===== src/rtl/wb_timer_pkg.sv =====
// Shared constants for the Wishbone timer: register word indices, bit positions
// and the byte-lane write helper.
package wb_timer_pkg;

   localparam logic [2:0] IDX_CTRL   = 3'd0;
   localparam logic [2:0] IDX_LOAD   = 3'd1;
   localparam logic [2:0] IDX_COUNT  = 3'd2;
   localparam logic [2:0] IDX_STATUS = 3'd3;
   localparam logic [2:0] IDX_PRESC  = 3'd4;
   localparam logic [2:0] IDX_LAST   = IDX_PRESC;

   localparam int CTRL_EN     = 0;
   localparam int CTRL_RELOAD = 1;
   localparam int CTRL_IE     = 2;
   localparam int CTRL_W      = 3;
   localparam int STATUS_PEND = 0;

   function automatic logic [31:0] merge_bytes(input logic [31:0] old_v,
                                               input logic [31:0] new_v,
                                               input logic [3:0]  sel);
      logic [31:0] r;
      r = old_v;
      for (int b = 0; b < 4; b++) begin
         if (sel[b]) r[8*b +: 8] = new_v[8*b +: 8];
      end
      return r;
   endfunction

endpackage


===== src/rtl/wb_timer_single_prescaler.sv =====
// Clock prescaler: counts 0..presc while enabled and pulses tick on the cycle
// the count equals presc.
module timer_prescaler #(
   parameter int PW = 16
) (
   input  logic          clk,
   input  logic          rst_n,
   input  logic          en_i,
   input  logic          restart_i,
   input  logic [PW-1:0] presc_i,
   output logic          tick_o
);

   logic [PW-1:0] cnt_q, cnt_d;

   assign tick_o = en_i && (cnt_q == presc_i);

   always_comb begin
      cnt_d = cnt_q + PW'(1);
      if (!en_i || restart_i || tick_o) cnt_d = '0;
   end

   always_ff @(posedge clk or negedge rst_n) begin
      if (!rst_n) cnt_q <= '0;
      else        cnt_q <= cnt_d;
   end

endmodule


===== src/rtl/wb_timer_single.sv =====
// 32-bit Wishbone slave down-counter timer with prescaler, reload/one-shot
// modes and a registered level interrupt.
module wb_timer_single
   import wb_timer_pkg::*;
#(
   parameter int MSK = 24,
   parameter int AW  = 32,
   parameter int DW  = 32,
   parameter int PW  = 16
) (
   input  logic            clk,
   input  logic            rst_n,
   input  logic [AW-1:0]   i_wb_adr,
   input  logic [DW/8-1:0] i_wb_sel,
   input  logic            i_wb_we,
   input  logic [DW-1:0]   i_wb_dat,
   output logic [DW-1:0]   o_wb_dat,
   input  logic            i_wb_cyc,
   input  logic            i_wb_stb,
   output logic            o_wb_ack,
   output logic            o_wb_err,
   output logic            o_irq
);

   logic [CTRL_W-1:0] ctrl_q, ctrl_d;
   logic [DW-1:0]     load_q, load_d, count_q, count_d, dat_q, rdata;
   logic [PW-1:0]     presc_q, presc_d;
   logic              pend_q, pend_d, ack_q, err_q, irq_q;
   logic              access, mapped, wr_en, presc_wr, tick, expire;
   logic [2:0]        idx;
   logic              unused_adr;

   assign idx        = i_wb_adr[4:2];
   assign access     = i_wb_cyc & i_wb_stb & ~ack_q & ~err_q;
   assign mapped     = (i_wb_adr[MSK-1:5] == '0) && (idx <= IDX_LAST);
   assign wr_en      = access & mapped & i_wb_we;
   assign presc_wr   = wr_en && (idx == IDX_PRESC);
   assign expire     = tick && (count_q == '0);
   // Bits above the local window are decoded by the crossbar; [1:0] are lane bits.
   assign unused_adr = ^{i_wb_adr[AW-1:MSK], i_wb_adr[1:0]};

   timer_prescaler #(.PW(PW)) u_presc (
      .clk       (clk),
      .rst_n     (rst_n),
      .en_i      (ctrl_q[CTRL_EN]),
      .restart_i (presc_wr),
      .presc_i   (presc_q),
      .tick_o    (tick)
   );

   always_comb begin
      // NOTE: every next-state value gets a default first so no path can infer a latch.
      ctrl_d  = ctrl_q;
      load_d  = load_q;
      count_d = count_q;
      pend_d  = pend_q;
      presc_d = presc_q;
      if (tick) begin
         if (!expire)                  count_d = count_q - 32'd1;
         else if (ctrl_q[CTRL_RELOAD]) count_d = load_q;
         else                          ctrl_d[CTRL_EN] = 1'b0;
      end
      if (wr_en) begin
         case (idx)
            IDX_CTRL:   ctrl_d  = CTRL_W'(merge_bytes(32'(ctrl_d), i_wb_dat, i_wb_sel));
            IDX_LOAD:   load_d  = merge_bytes(load_q, i_wb_dat, i_wb_sel);
            IDX_COUNT:  count_d = merge_bytes(count_d, i_wb_dat, i_wb_sel);
            IDX_STATUS: if (i_wb_sel[0] && i_wb_dat[STATUS_PEND]) pend_d = 1'b0;
            IDX_PRESC:  presc_d = PW'(merge_bytes(32'(presc_q), i_wb_dat, i_wb_sel));
            default: ;
         endcase
      end
      // Expiry is applied last so it beats a same-cycle write-1-to-clear.
      if (expire) pend_d = 1'b1;
   end

   always_comb begin
      rdata = '0;
      case (idx)
         IDX_CTRL:   rdata = 32'(ctrl_q);
         IDX_LOAD:   rdata = load_q;
         IDX_COUNT:  rdata = count_q;
         IDX_STATUS: rdata = 32'(pend_q);
         IDX_PRESC:  rdata = 32'(presc_q);
         default: ;
      endcase
   end

   always_ff @(posedge clk or negedge rst_n) begin
      if (!rst_n) begin
         ctrl_q  <= '0;
         load_q  <= '0;
         count_q <= '0;
         pend_q  <= 1'b0;
         presc_q <= '0;
         ack_q   <= 1'b0;
         err_q   <= 1'b0;
         dat_q   <= '0;
         irq_q   <= 1'b0;
      end else begin
         // NOTE: non-blocking assignments so every register samples pre-edge values.
         ctrl_q  <= ctrl_d;
         load_q  <= load_d;
         count_q <= count_d;
         pend_q  <= pend_d;
         presc_q <= presc_d;
         ack_q   <= access & mapped;
         err_q   <= access & ~mapped;
         dat_q   <= (access && mapped && !i_wb_we) ? rdata : '0;
         irq_q   <= pend_q & ctrl_q[CTRL_IE];
      end
   end

   assign o_wb_ack = ack_q;
   assign o_wb_err = err_q;
   assign o_wb_dat = dat_q;
   assign o_irq    = irq_q;

endmodule


===== config.mk =====
export PLATFORM = sky130hd
export DESIGN_NAME = wb_timer_single
export DESIGN_NICKNAME = d
export VERILOG_FILES = /design/src/rtl/wb_timer_pkg.sv /design/src/rtl/wb_timer_single_prescaler.sv /design/src/rtl/wb_timer_single.sv
export SDC_FILE = /design/constraint.sdc
export NUM_CORES = 1
export LEC_CHECK = 0
export ABC_AREA = 1
export BUFFER_PORTS_ARGS = -buffer_cell sky130_fd_sc_hd__buf_4
export CORE_UTILIZATION = 50
export DETAILED_ROUTE_END_ITERATION = 6
export HOLD_SLACK_MARGIN = 0.15
export PLACE_DENSITY_LB_ADDON = 0.25
export SYNTH_ARGS = -nofsm -noshare
export SYNTH_HDL_FRONTEND = slang
export SYNTH_SLANG_ARGS = --single-unit

===== constraint.sdc =====
create_clock -name clk -period 5.34 [get_ports clk]
set_input_delay 0.534 -clock clk [delete_from_list [all_inputs] [get_ports clk]]
set_output_delay 0.534 -clock clk [all_outputs]
set_load 0.005 [all_outputs]

==> impl_metrics.yaml, run 1 <==
sta:
  tightestPinTransition_ps: 1063
  finalHoldWorstSlack_ps: 170.1
  fin_skew_ps: 8.783
  maxClockFrequency_mhz: 344.1
  totalNegativeSetupSlack_ps: 0
  fin_crit_sh_pct: 54.43
  rsz0062_at_grt: "false"
  final_report_max_slew_violation_count: 0
  timing.slew.headroom_pct: 28.96
  setup_slack_ps: 2434
  timing_hold_violations_final: 0
  report.final.setup_viol: 0
  period_minus_slack_ps: 2906
cts:
  path_clk_slew_ps: 60
  cts_max_path_buffers: 2
  cts_hold_buf: 0
  cts_inserted_buffers: 17
  clock_tree.htree_level_count: 4
  tritoncts: "done"
  worstSkewPairLatency_ps: 430
  cts_sinks: 135
  post_cts_resize_count: 0
  post-cts-setup-buffer-count: 0
  cts_root_buf: "sky130_fd_sc_hd__clkbuf_16"
detailed_routing:
  dr_total_vias: 7500
  initial_detailed_routing_violation_count: 668
  post_drt_wl_per_cell_um: 14.80
  ant_nets_after_route: 0
  detail_route.first_pass.iterations: 6
  routed_via_density: 5.312
  wirelength_um: 20900
  drc: 0
place:
  hpwlAfterDp_um: 14390
  pre_cts_ws_ps: 2531
  port-buffer-count: 97
  routabilityCongestion: 0.9158
hold_path:
  hold_path.class: "primary input to async pin"
global_routing:
  number_of_global_route_vias_before_repair: 6822
  grt.busiest_layer: "met2"
  grt.total_usage_pct: 27.32
  globalRoute.totalOverflow: 0
  grt_util_met1_pct: 38.74
  grt_antenna_before_repair: 0
  first_pass_grt_wire_length_um: 34180
  grt.met2_usage_pct: 41.66
  gr-usage-met3_pct: 5.146
  grt_start_max_net_pins: 86
worst_setup_path:
  critical_path.reg2reg.startpoint: "count_q[0]$_DFF_PN0_"
  cp_data_required_time_ps: 5670
  crit_path_start_kind: "flip-flop"
  path_cells: "inv_1 -> ha_1 -> nand2_1 -> nor2_2 -> inv_1 -> nor2_2 -> nand2_1 -> o211ai_1 -> nand3_1 -> nand2_1 -> inv_1"
  critical_path.slowest_cell: "sky130_fd_sc_hd__nand2_1"
  cp_max_fo: 30
  critical-path-top-delay-family: "simple AND/OR/NAND/NOR gates"
  crit_buf_inv: 3
  critical_path.startpoint: "count_q[0]$_DFF_PN0_"
  crit_path_end_kind: "flip-flop"
  critPathArrivalTime_ps: 3230
  criticalPathCategory: "flip-flop to flip-flop"
  slowest_stage_delay_on_critical_path_ps: 630
floorplan:
  row_count: 45
  core_mm2: 0.01520
  die_w_um: 126.8
  die_area_mm2: 0.01607
  floorplan.initialDensity_pct: 51.21
  boundaryPins: 108
  floorplan.die.height_um: 126.8
pwr:
  powerDensity_mw_per_mm2: 248.5
  power_switching_mw: 0.4926
  p_int_mw: 1.797
  sequentialPowerShare_pct: 44.7
  worst_ir_drop_vdd_uv: 231.0
  leakagePower_nw: 4.428
  design_power_total_mw: 2.290
  power.share.switching_pct: 21.51
  pwr-share-clk_pct: 51.2
  pwr-share-comb_pct: 4.1
synthesis:
  syn_avg_cell_area_um2: 6.902
  synth-simple-area-share_pct: 30.86
  synth-seq-area-share_pct: 43.39
  ys_seq_elements: 135
  post_synth_mux_area_share_pct: 0.1286
  compound_cell_area_share_of_the_yosys_netlist_pct: 12.92
  share_of_synthesized_flip_flops_with_an_asynchronous_set_or_reset_pct: 100.0
  synth_adder_area_share_pct: 0.3214
  synthCells: 1128
  dominant_synthesized_flop_cell: "sky130_fd_sc_hd__dfrtp_1"
  syn_nets: 1203
  synth.cell_area_mm2: 0.007785
  parity_gate_share_of_the_synthesized_area_counting_xor_and_xnor_cells_pct: 3.150
  synth_enable_flop_cells: 0
  main_combinational_cell_family_by_area_after_synthesis: "simple AND/OR/NAND/NOR gates"
  synth_warnings: 0
  yosysUniqueCellTypes: 36
final_layout:
  design.final.nets: 1288
  mostFrequentLayoutCell: "sky130_fd_sc_hd__nand2_1"
  fraction_of_layout_instances_using_a_drive_strength_above_1_pct: 11.85
  fin_util_pct: 60.61
  area_growth_syn_to_layout_pct: 18.35
  mostFrequentLayoutCells: "320 x sky130_fd_sc_hd__nand2_1, 187 x sky130_fd_sc_hd__nor2_1, 144 x sky130_fd_sc_hd__inv_1"
  antenna_cells_inserted: 0
run:
  max_cap_violations: 0
run_status:
  run_status: "completed"
==> layout make-up <==
type	instances	area (um2)
Sequential cell	135	3378
Multi-Input combinational cell	811	3702
Fill cell	1429	5988
Timing Repair Buffer	103	777.0
Tap cell	188	235.2
Clock buffer	20	446.7
Inverter	145	544.3
Clock inverter	10	130.1
==> layer usage <==
layer  up-vias  share of wire [%]  routed length (um)
met5         -                  0                   0
met3        25                7.2                1514
met2       283                 45                9422
met4         0                1.6                 334
met1      3471                 46                9631
li1       3721                  -                   -
==> power groups by stage <==
stage	registers (mW)	clock network [mW]	logic, mW
6_report	1.02	1.17	0.0939
5_1_grt	1.02	1.22	0.107
4_1_cts	1.02	1.18	0.0958
3_5_place_dp	1.04	0	0.0955
3_3_place_gp	1.04	0	0.0947
2_1_floorplan	1.04	0	0.0222
==> through the flow <==
stage	cells	instance area, um2
3_3_place_gp	1382	8637
4_1_cts	1412	9214
2_1_floorplan	1128	7785
3_5_place_dp	1382	8637
5_1_grt	1412	9214
6_report	1412	9214
==> synthesized netlist by cell type (all sizes together) (5+ instances only) <==
cell | n | area share [%]
a31oi | 16 | 1.3
nand2 | 322 | 16
clkbuf | 20 | 0.98
buf | 17 | 1.3
xor2 | 24 | 2.7
inv | 144 | 6.9
nand3 | 53 | 3.5
nand4 | 5 | 0.40
nor2 | 193 | 9.6
nor3 | 13 | 1.0
o211ai | 12 | 1.2
dfrtp | 135 | 43
a21oi | 41 | 2.6
o21ai | 111 | 7.2
==> worst paths after layout <==
path	endpoint	slack (ps)	cells after the start
max reg2reg	count_q[19]$_DFF_PN0_	2430	11
min in group clk	o_wb_err$_DFF_PN0_	340	3
min	o_wb_dat[29]$_DFF_PN0_	170	1
max in group asynchronous	presc_q[4]$_DFFE_PN0P_	3970	2
min reg2reg	o_irq$_DFF_PN0_	480	2
max	count_q[19]$_DFF_PN0_	2430	11
==> logic make-up (layout without fill, tap and decap cells) <==
group | count (synthesis) | after routing
mux | 1 | 1
xor+xnor | 28 | 28
compound gates | 186 | 186
simple gates | 594 | 594
flops | 135 | 135
fa+ha+maj | 2 | 2
buf+inv | 182 | 278
==> flip-flops by register name, summed over array words and instances, names as in the netlist, 3 cells and up <==
name           cells
count_q           32
load_q            32
o_wb_dat          32
presc_q           16
u_presc.cnt_q     16
ctrl_q             3
Power figures use the tool's default switching activity.
==> run 2: changes to the inputs <==
==> constraint.sdc (replaced) <==
create_clock -name clk -period 2.5 [get_ports clk]
set_input_delay 0.25 -clock clk [delete_from_list [all_inputs] [get_ports clk]]
set_output_delay 0.25 -clock clk [all_outputs]
set_load 0.005 [all_outputs]
==> run 2 against run 1 <==
Count of clock-buffer cells in the layout increased by 3. Cell area increased by 5.4%. Register-to-register slack got worse by 2100 ps. Setup slack got worse by 2100 ps. First-iteration DRC count increased by 2.8%. Routed wire length decreased by 0.23%. Via count increased by 2.7%. Core utilization increased by 3.2 points. Largest cell class unchanged. Largest power group unchanged. Highest routed layer unchanged.
==> impl_metrics.yaml, run 2 (same netlist as run 1, synthesis figures left out) <==
run_status:
  run_status: "completed"
hold_path:
  hold_path_end: "presc_q[0]$_DFFE_PN0P_"
  min_path_cells: 3
  hold_path.class: "primary input to flip-flop"
  min-delay-start: "i_wb_dat[0]"
global_routing:
  grt_start_max_net_pins: 63
  number_of_global_route_vias_before_repair: 6849
  grt_antenna_before_repair: 0
  grt.total_usage_pct: 27.18
  globalRoute.totalOverflow: 0
  first_pass_grt_wire_length_um: 34020
worst_setup_path:
  cp_data_required_time_ps: 2870
  path_cells: "inv_1 -> ha_1 -> nand2_1 -> nor2_2 -> nand3_1 -> nor2_1 -> buf_4 -> nand2_1 -> o21ai_1 -> nor2_1 -> nor2_1"
  cp_max_fo: 8
  crit_path_end_kind: "flip-flop"
  rr_endpoint: "count_q[10]$_DFF_PN0_"
  slowest_stage_delay_on_critical_path_ps: 380
  crit_path_start_kind: "flip-flop"
  critical_path.reg2reg.startpoint: "count_q[0]$_DFF_PN0_"
  reg2reg_setup_slack_ps: 330
  ff_to_ff_path_depth: 11
  critPathArrivalTime_ps: 2540
  critical-path-top-delay-family: "simple AND/OR/NAND/NOR gates"
  criticalPathCategory: "flip-flop to flip-flop"
  critical_path.slowest_cell: "sky130_fd_sc_hd__dfrtp_1"
  crit_buf_inv: 2
  crit_top_cell: "sky130_fd_sc_hd__nor2_1"
cts:
  cts_inserted_buffers: 17
  worstSkewPairLatency_ps: 430
  post_cts_resize_count: 0
  path_clk_slew_ps: 60
  cts_root_buf: "sky130_fd_sc_hd__clkbuf_16"
  clock_tree.htree_level_count: 4
  cts_sinks: 135
  cts_max_path_buffers: 2
  tritoncts: "done"
floorplan:
  boundaryPins: 108
  floorplan.initialDensity_pct: 51.21
  row_count: 45
  die_area_mm2: 0.01607
  core_mm2: 0.01520
  die_w_um: 126.8
  floorplan.die.height_um: 126.8
final_layout:
  post_layout_nonfiller_instances: 1466
  area_used_by_sequential_logic_in_the_layout_mm2: 0.003378
  mostFrequentLayoutCells: "320 x sky130_fd_sc_hd__nand2_1, 187 x sky130_fd_sc_hd__nor2_1, 144 x sky130_fd_sc_hd__inv_1"
  design_area_mm2: 0.009707
  antenna_cells_inserted: 0
  design.final.nets: 1340
  multiInputGateArea_mm2: 0.003697
  area_growth_syn_to_layout_pct: 24.69
  fillCellCount: 1378
  mostFrequentLayoutCell: "sky130_fd_sc_hd__nand2_1"
  fraction_of_layout_instances_using_a_drive_strength_above_1_pct: 12.60
sta:
  rsz0062_at_grt: "false"
  timing.slew.headroom_pct: 48.61
  totalNegativeSetupSlack_ps: 0
  timing_hold_violations_final: 0
  fin_crit_sh_pct: 86.98
  maxClockFrequency_mhz: 459.9
  fin_skew_ps: 6.951
  finalHoldWorstSlack_ps: 185.2
  period_minus_slack_ps: 2174
  final_report_max_slew_violation_count: 0
  tightestPinTransition_ps: 768.6
  report.final.setup_viol: 0
run:
  max_cap_violations: 0
pwr:
  powerDensity_mw_per_mm2: 499.3
  worst_ir_drop_vdd_uv: 473.4
  design_power_total_mw: 4.846
  leakagePower_nw: 4.655
place:
  place_inst: 1399
  placedInstanceArea_mm2: 0.008797
  hpwlAfterDp_um: 14840
  routabilityCongestion: 0.9220
  port-buffer-count: 97
detailed_routing:
  initial_detailed_routing_violation_count: 687
  dr_total_vias: 7701
  detail_route.first_pass.iterations: 5
  routed_via_density: 5.253
  wirelength_um: 20860
  ant_nets_after_route: 0
  drc: 0
  post_drt_wl_per_cell_um: 14.23
==> run 2: cell types whose count changed in the layout (fill, tap and decap cells not counted), sizes merged <==
cell | before | now
dlygate4sd3 | 0 | 35
buf | 103 | 120
clkbuf | 20 | 23
bufinv | 3 | 2
clkinv | 6 | 7
clkinvlp | 2 | 1
==> run 2: layout make-up <==
class / instances / share of cell area [%]
multi-input cells: 811 / 38.09
flip-flops and latches: 135 / 34.80
repair buffers: 155 / 13.32
inverters: 145 / 5.607
clock buffers: 23 / 4.718
well taps: 188 / 2.423
clock inverters: 9 / 1.044
==> run 2: worst reg2reg max path, stage by stage, from the launching register on <==
cell,delay (ps)
sky130_fd_sc_hd__dfrtp_1,380
sky130_fd_sc_hd__inv_1,140
sky130_fd_sc_hd__ha_1,190
sky130_fd_sc_hd__nand2_1,130
sky130_fd_sc_hd__nor2_2,230
sky130_fd_sc_hd__nand3_1,120
sky130_fd_sc_hd__nor2_1,240
sky130_fd_sc_hd__buf_4,230
sky130_fd_sc_hd__nand2_1,160
sky130_fd_sc_hd__o21ai_1,160
sky130_fd_sc_hd__nor2_1,50
sky130_fd_sc_hd__nor2_1,70
==> run 2: timing repair <==
item,CTS,global route
setup buffers,0,0
endpoints found under the hold margin,115,0
hold buffers,35,0
==> run 2: per-stage QoR <==
step | setup slack [ps] | util (%)
floorplan | 639.4 | -
global placement | 393.8 | 57.87
detailed placement | 356.8 | 57.87
CTS | 335.6 | 63.85
global route | 110.7 | 63.85
finish | 325.6 | 63.85
==> run 2: per-layer routing <==
layer  GRT usage (%)  up-vias  share of wire [%]
li1                -     3831                  -
met1           38.99     3559                 47
met2           42.18      286                 45
met3           4.808       25                6.3
met4           8.123        0                1.4
met5               0        -                  0
==> run 2: worst max-delay path by stage <==
stage	endpoint	slack, ps	from	cells after the start
global route	count_q[7]$_DFF_PN0_	110	count_q[0]$_DFF_PN0_	12
detailed placement	count_q[10]$_DFF_PN0_	360	count_q[0]$_DFF_PN0_	11
CTS	count_q[10]$_DFF_PN0_	340	count_q[0]$_DFF_PN0_	11
floorplan	count_q[19]$_DFF_PN0_	640	count_q[0]$_DFF_PN0_	12
global placement	count_q[10]$_DFF_PN0_	390	count_q[0]$_DFF_PN0_	11
finish	count_q[10]$_DFF_PN0_	330	count_q[0]$_DFF_PN0_	11
==> run 2: where the power goes <==
part           total, mW  internal [mW]  switching, mW  leakage [nW]
registers           2.19           2.19       0.000591          1.72
logic              0.253          0.122          0.131          2.66
clock network       2.41           1.48          0.921         0.275
